--- src/rtl/wb_timer_ctrl_8051.sv ---
`default_nettype none
// +--------------------------------------------------------------------------+
// | Module  : wb_timer_ctrl_8051                                              |
// | Purpose : TCON/TMOD control-and-status block for the FP51 Timer0/Timer1   |
// |           pair. Holds the TMOD mode bits and TCON run bits, captures the  |
// |           timer overflow pulses into TF0/TF1, synchronizes and            |
// |           edge/level-detects the INT0/INT1 pins into IE0/IE1, and         |
// |           presents TF/IE as interrupt requests.                           |
// | Ports   : clk, reset_n (async, active-low)                                |
// |           stb_i/we_i/adr_wr_i/adr_rd_i/dat_i/dat_o/ack_o : Wishbone SFR   |
// |           timer_trigger[1:0] : overflow pulses from the timers            |
// |           int_ack_timer/int_ack_ext[1:0] : vector-taken acknowledges      |
// |           INTx_pin_n[1:0]    : raw async pins, active-low                 |
// |           INTx_sync[1:0]     : synchronized pin level, active-high        |
// |           TMOD_GATE/C_T/M1/M0, TCON_TR : per-timer control outputs        |
// |           irq_timer = TF, irq_ext = IE                                    |
// | Revision: 1.0 - initial release                                           |
// +--------------------------------------------------------------------------+
module wb_timer_ctrl_8051 #(
  parameter logic [7:0] REG_ADDR_TCON = 8'h88,
  parameter logic [7:0] REG_ADDR_TMOD = 8'h89,
  parameter int         SYNC_STAGES   = 2
) (
  input  logic       clk,
  input  logic       reset_n,
  input  logic       stb_i,
  input  logic       we_i,
  input  logic [7:0] adr_wr_i,
  input  logic [7:0] adr_rd_i,
  input  logic [7:0] dat_i,
  output logic [7:0] dat_o,
  output logic       ack_o,
  input  logic [1:0] timer_trigger,
  input  logic [1:0] int_ack_timer,
  input  logic [1:0] int_ack_ext,
  input  logic [1:0] INTx_pin_n,
  output logic [1:0] INTx_sync,
  output logic [1:0] TMOD_GATE,
  output logic [1:0] TMOD_C_T,
  output logic [1:0] TMOD_M1,
  output logic [1:0] TMOD_M0,
  output logic [1:0] TCON_TR,
  output logic [1:0] irq_timer,
  output logic [1:0] irq_ext
);

  // Register state
  logic [7:0] tmod_q, tmod_d;
  logic [1:0] tf_q,   tf_d;
  logic [1:0] tr_q,   tr_d;
  logic [1:0] ie_q,   ie_d;
  logic [1:0] it_q,   it_d;

  // The synchronizer chains carry the inverted (active-high) pin level, so
  // the last stage is the INTx_sync output directly. Reset loads all stages
  // and the edge history with 1, so no rising edge is seen on reset release.
  logic [1:0][SYNC_STAGES-1:0] sync_q, sync_d;
  logic [1:0]                  hist_q, hist_d;

  logic       wr_tcon;
  logic       wr_tmod;
  logic [1:0] w_tf_wr;
  logic [1:0] w_ie_wr;
  logic [1:0] w_rise;

  assign wr_tcon = stb_i & we_i & (adr_wr_i == REG_ADDR_TCON);
  assign wr_tmod = stb_i & we_i & (adr_wr_i == REG_ADDR_TMOD);

  // TCON = {TF1,TR1,TF0,TR0,IE1,IT1,IE0,IT0}
  assign w_tf_wr = {dat_i[7], dat_i[5]};
  assign w_ie_wr = {dat_i[3], dat_i[1]};

  for (genvar n = 0; n < 2; n++) begin : g_int
    assign INTx_sync[n] = sync_q[n][SYNC_STAGES-1];
    assign w_rise[n]    = INTx_sync[n] & ~hist_q[n];
  end

  always_comb begin
    tmod_d = tmod_q;
    tf_d   = tf_q;
    tr_d   = tr_q;
    ie_d   = ie_q;
    it_d   = it_q;
    hist_d = INTx_sync;
    sync_d = sync_q;

    for (int n = 0; n < 2; n++) begin
      sync_d[n] = {sync_q[n][SYNC_STAGES-2:0], ~INTx_pin_n[n]};
    end

    if (wr_tmod) begin
      tmod_d = dat_i;
    end

    if (wr_tcon) begin
      tr_d = {dat_i[6], dat_i[4]};
      it_d = {dat_i[2], dat_i[0]};
    end

    for (int n = 0; n < 2; n++) begin
      // TF: overflow set beats software write, which beats ack clear.
      if (wr_tcon) begin
        tf_d[n] = w_tf_wr[n];
      end else if (int_ack_timer[n]) begin
        tf_d[n] = 1'b0;
      end
      if (timer_trigger[n]) begin
        tf_d[n] = 1'b1;
      end

      // IE: mode is taken from the current IT bit, so an edge seen while
      // still in level mode never latches after switching to edge mode.
      if (it_q[n]) begin
        if (wr_tcon) begin
          ie_d[n] = w_ie_wr[n];
        end else if (int_ack_ext[n]) begin
          ie_d[n] = 1'b0;
        end
        if (w_rise[n]) begin
          ie_d[n] = 1'b1;
        end
      end else begin
        ie_d[n] = INTx_sync[n];
      end
    end
  end

  always_ff @(posedge clk or negedge reset_n) begin
    if (!reset_n) begin
      tmod_q <= 8'h00;
      tf_q   <= 2'b00;
      tr_q   <= 2'b00;
      ie_q   <= 2'b00;
      it_q   <= 2'b00;
      sync_q <= '1;
      hist_q <= 2'b11;
    end else begin
      tmod_q <= tmod_d;
      tf_q   <= tf_d;
      tr_q   <= tr_d;
      ie_q   <= ie_d;
      it_q   <= it_d;
      sync_q <= sync_d;
      hist_q <= hist_d;
    end
  end

  // Bus side
  assign ack_o = stb_i;

  always_comb begin
    dat_o = 8'h00;
    if (adr_rd_i == REG_ADDR_TCON) begin
      dat_o = {tf_q[1], tr_q[1], tf_q[0], tr_q[0], ie_q[1], it_q[1], ie_q[0], it_q[0]};
    end else if (adr_rd_i == REG_ADDR_TMOD) begin
      dat_o = tmod_q;
    end
  end

  // TMOD = {GATE1,C/T1,M1_1,M0_1,GATE0,C/T0,M1_0,M0_0}
  assign TMOD_GATE = {tmod_q[7], tmod_q[3]};
  assign TMOD_C_T  = {tmod_q[6], tmod_q[2]};
  assign TMOD_M1   = {tmod_q[5], tmod_q[1]};
  assign TMOD_M0   = {tmod_q[4], tmod_q[0]};
  assign TCON_TR   = tr_q;
  assign irq_timer = tf_q;
  assign irq_ext   = ie_q;

endmodule
`default_nettype wire

--- config.mk ---
export PLATFORM = sky130hd
export DESIGN_NAME = wb_timer_ctrl_8051
export DESIGN_NICKNAME = d
export VERILOG_FILES = /design/src/rtl/wb_timer_ctrl_8051.sv
export SDC_FILE = /design/constraint.sdc
export NUM_CORES = 1
export LEC_CHECK = 0
export CAP_MARGIN = 10
export CORE_UTILIZATION = 36
export CTS_CLUSTER_DIAMETER = 30
export DETAILED_ROUTE_END_ITERATION = 7
export GPL_ROUTABILITY_DRIVEN = 0
export GPL_TIMING_DRIVEN = 0
export PLACE_DENSITY = 0.9
export REMOVE_ABC_BUFFERS = 1
export SLEW_MARGIN = 5
export SYNTH_ARGS = -nofsm -noshare
export SYNTH_HDL_FRONTEND = slang
export SYNTH_SLANG_ARGS = --single-unit
--- constraint.sdc ---
create_clock -name clk -period 3.1 [get_ports clk]
set_input_delay 0.93 -clock clk [delete_from_list [all_inputs] [get_ports clk]]
set_output_delay 0.93 -clock clk [all_outputs]
set_load 0.05 [all_outputs]
==> impl_metrics.env <==
export IMPL_min_path_cells=0
export IMPL_core_area_mm2=0.00257
export IMPL_die_width_um=55.0
export IMPL_place_hpwl_mm=2.08
export IMPL_reg2reg_to="irq_ext[1]"
export IMPL_grt_pass1_vias=900
export IMPL_drc=0
export IMPL_fp_dieH_um=55.0
export IMPL_initial_utilization_pct=39.3
export IMPL_cts_tree="built"
export IMPL_required_ns=2.17
export IMPL_ff_latch_area_um2=558
export IMPL_yosysSeqAreaShare_pct=55.3
export IMPL_tns_ns=-0.222
export IMPL_antennaDiodeCount=0
export IMPL_outcome="finished with violations"
export IMPL_ir_worst_vdd_v=0.000304
export IMPL_drt_iter0_drc=6
export IMPL_cts_buffer_depth=2
export IMPL_crit_path_max_incr_delay_ns=0.57
export IMPL_io_pins=61
export IMPL_die_area_mm2=0.00302
export IMPL_ys_types=20
export IMPL_cts_made_buffers=3
export IMPL_crit_path_frequent_cell="buf_6"
export IMPL_max_slew_margin_rel_pct=36.9
export IMPL_layout_commonest_cell="clkdlybuf4s50_1"
export IMPL_endpoint_kind="output port"
export IMPL_r2r_slack_ns=2.08
export IMPL_maxCapViolCount=0
export IMPL_hold_ws_ns=0.365
export IMPL_post_synth_cell_area_avg_um2=14.2
export IMPL_final_antenna_net_count=0
export IMPL_slowest_stage="or4b_4"
export IMPL_worst_pin_slew_ns=0.944
export IMPL_drive_above_1_share_pct=34.6
export IMPL_setup_violations=6
export IMPL_total_power_mw=0.651
export IMPL_ys_warn_count=0
export IMPL_setup_slack_ns=-0.0593
export IMPL_firstDrtPassIters=4
export IMPL_hold_path_startpoint="sync_d[3]"
export IMPL_p_per_area_mw_per_mm2=374
export IMPL_worst_path_buf_inv=3
export IMPL_antenna_found_initial=0
export IMPL_slew_violations=0
export IMPL_drt_wl_total_mm=2.81
export IMPL_htreeDepth=1
export IMPL_grt_use_total_pct=20.3
export IMPL_critPathTopFamily="simple AND/OR/NAND/NOR gates"
export IMPL_reg2reg_from="it_q[1]"
export IMPL_skew_ns=0.00704
export IMPL_ctsHoldBuffers=0
export IMPL_overflow=0
export IMPL_hold_violations=0
export IMPL_area_growth_pct=72.4
export IMPL_synth_area_mm2=0.00101
export IMPL_violations="negative setup slack"
export IMPL_pre_cts_ws_ns=-1.17
export IMPL_numPortBuffers=60
export IMPL_fmax_ghz=0.317
export IMPL_period_share_pct=102
export IMPL_worstPathArrival_ns=2.23
export IMPL_ys_seq_elements=22
export IMPL_clkTransAtPathRegs_ns=0.13
export IMPL_clock_latency_ns=0.32
export IMPL_cp_cell_sequence="buf_6 > or4b_4 > nor3_4 > buf_6 > a22o_1 > buf_6"
export IMPL_grt_start_max_net_pins=23
export IMPL_hold_path_end="INTx_sync[1]"
export IMPL_critPathKind="in -> out"
export IMPL_layout_common_cells="clkdlybuf4s50_1 (44), dfrtp_1 (16), mux2_2 (12), buf_6 (9), dfstp_2 (6)"
export IMPL_via_per_inst=5.34
export IMPL_hold_path_class="reg -> reg"
export IMPL_root_buffer="clkbuf_4"
export IMPL_nFillCells=192
export IMPL_cp_max_fo=4
export IMPL_r2r_worst_path_cells=3
export IMPL_rsz0062_at_grt="true"
export IMPL_period_minus_slack_ns=3.16
export IMPL_synth_cells=71
export IMPL_vias=886
export IMPL_wl_per_cell_um=16.9
export IMPL_clock_sinks=22
export IMPL_grt_pass1_wl_mm=4.12
export IMPL_final_net_count=173
export IMPL_row_count=18
export IMPL_critPathLaunchType="input pin"
export IMPL_leakage_nw=0.787
export IMPL_multi_input_area_um2=430
## cell usage after synthesis (all sizes together)
cell type | n | area [um^2]
inv | 5 | 18.8
a211o | 2 | 17.5
nor3 | 2 | 32.5
dfrtp | 16 | 400
dfstp | 6 | 158
a311oi | 4 | 35.0
a21boi | 2 | 15.0
a311o | 2 | 20.0
nor4b | 1 | 23.8
nor2 | 1 | 3.75
buf | 3 | 20.0
and4b | 2 | 20.0
nand2 | 2 | 7.51
and3 | 1 | 6.26
mux2 | 12 | 135
or4b | 1 | 13.8
or3b | 1 | 8.76
a22o | 8 | 73.8
## where the power goes
group          internal (mW)  leakage [nW]  switching (mW)
Combinational         0.0604         0.485          0.0592
Sequential             0.301         0.274         0.00809
Clock                  0.131        0.0279          0.0906
## worst max-delay path by stage
| stage | endpoint | depth (start not counted) | slack, ns | start |
|---|---|---|---|---|
| floorplan | dat_o[0] | 3 | -0.1 | adr_rd_i[5] |
| global placement | dat_o[6] | 5 | -1.16 | adr_rd_i[5] |
| detailed placement | dat_o[7] | 5 | -1.17 | adr_rd_i[5] |
| CTS | dat_o[4] | 6 | -0.1 | adr_rd_i[4] |
| global route | dat_o[5] | 6 | -0.09 | adr_rd_i[4] |
| finish | dat_o[4] | 6 | -0.06 | adr_rd_i[4] |
## state kept, by name, summed over array words and instances, names as in the netlist
register,flops
tmod_q,8
INTx_sync,2
TCON_TR,2
hist_q,2
irq_ext,2
irq_timer,2
it_q,2
sync_d,2
## area by class of cell
type,instances,share of cell area (%)
timing repair buffer,64,37.0
clock buffer,3,1.29
tap,30,2.16
clock inverter,1,1.73
sequential,22,32.1
inverter,5,1.08
multi-input combinational,41,24.7
## per-stage QoR
stage          std cells  util [%]  area [um^2]
5_1_grt              166      67.8         1740
2_1_floorplan         68         -          990
6_report             166      67.8         1740
3_5_place_dp         158      63.4         1630
4_1_cts              166      67.3         1730
3_3_place_gp         158      63.4         1630
## kinds of logic (layout without fill, tap and decap cells)
group,Yosys count,after routing,synth area share (%)
compound gates,18,18,16.0
buf+inv,8,73,3.84
mux,12,12,13.4
flops,22,22,55.3
simple gates,11,11,11.5
## what timing repair did
item,CTS,global route
setup buffers,4,0
endpoints found under the setup margin,9,8
gates resized for setup,80,6
pin swaps,7,7
gates cloned,0,0
## layer usage
metal / part of all wire, % / vias to the layer above / GRT usage [%]
met1: 37 / 428 / 22.5
met5: 0 / - / 0
met3: 10 / 5 / 7.10
li1: - / 400 / -
met4: 1.3 / 0 / 9.17
met2: 51 / 53 / 34.7
Power figures use the tool's default switching activity.
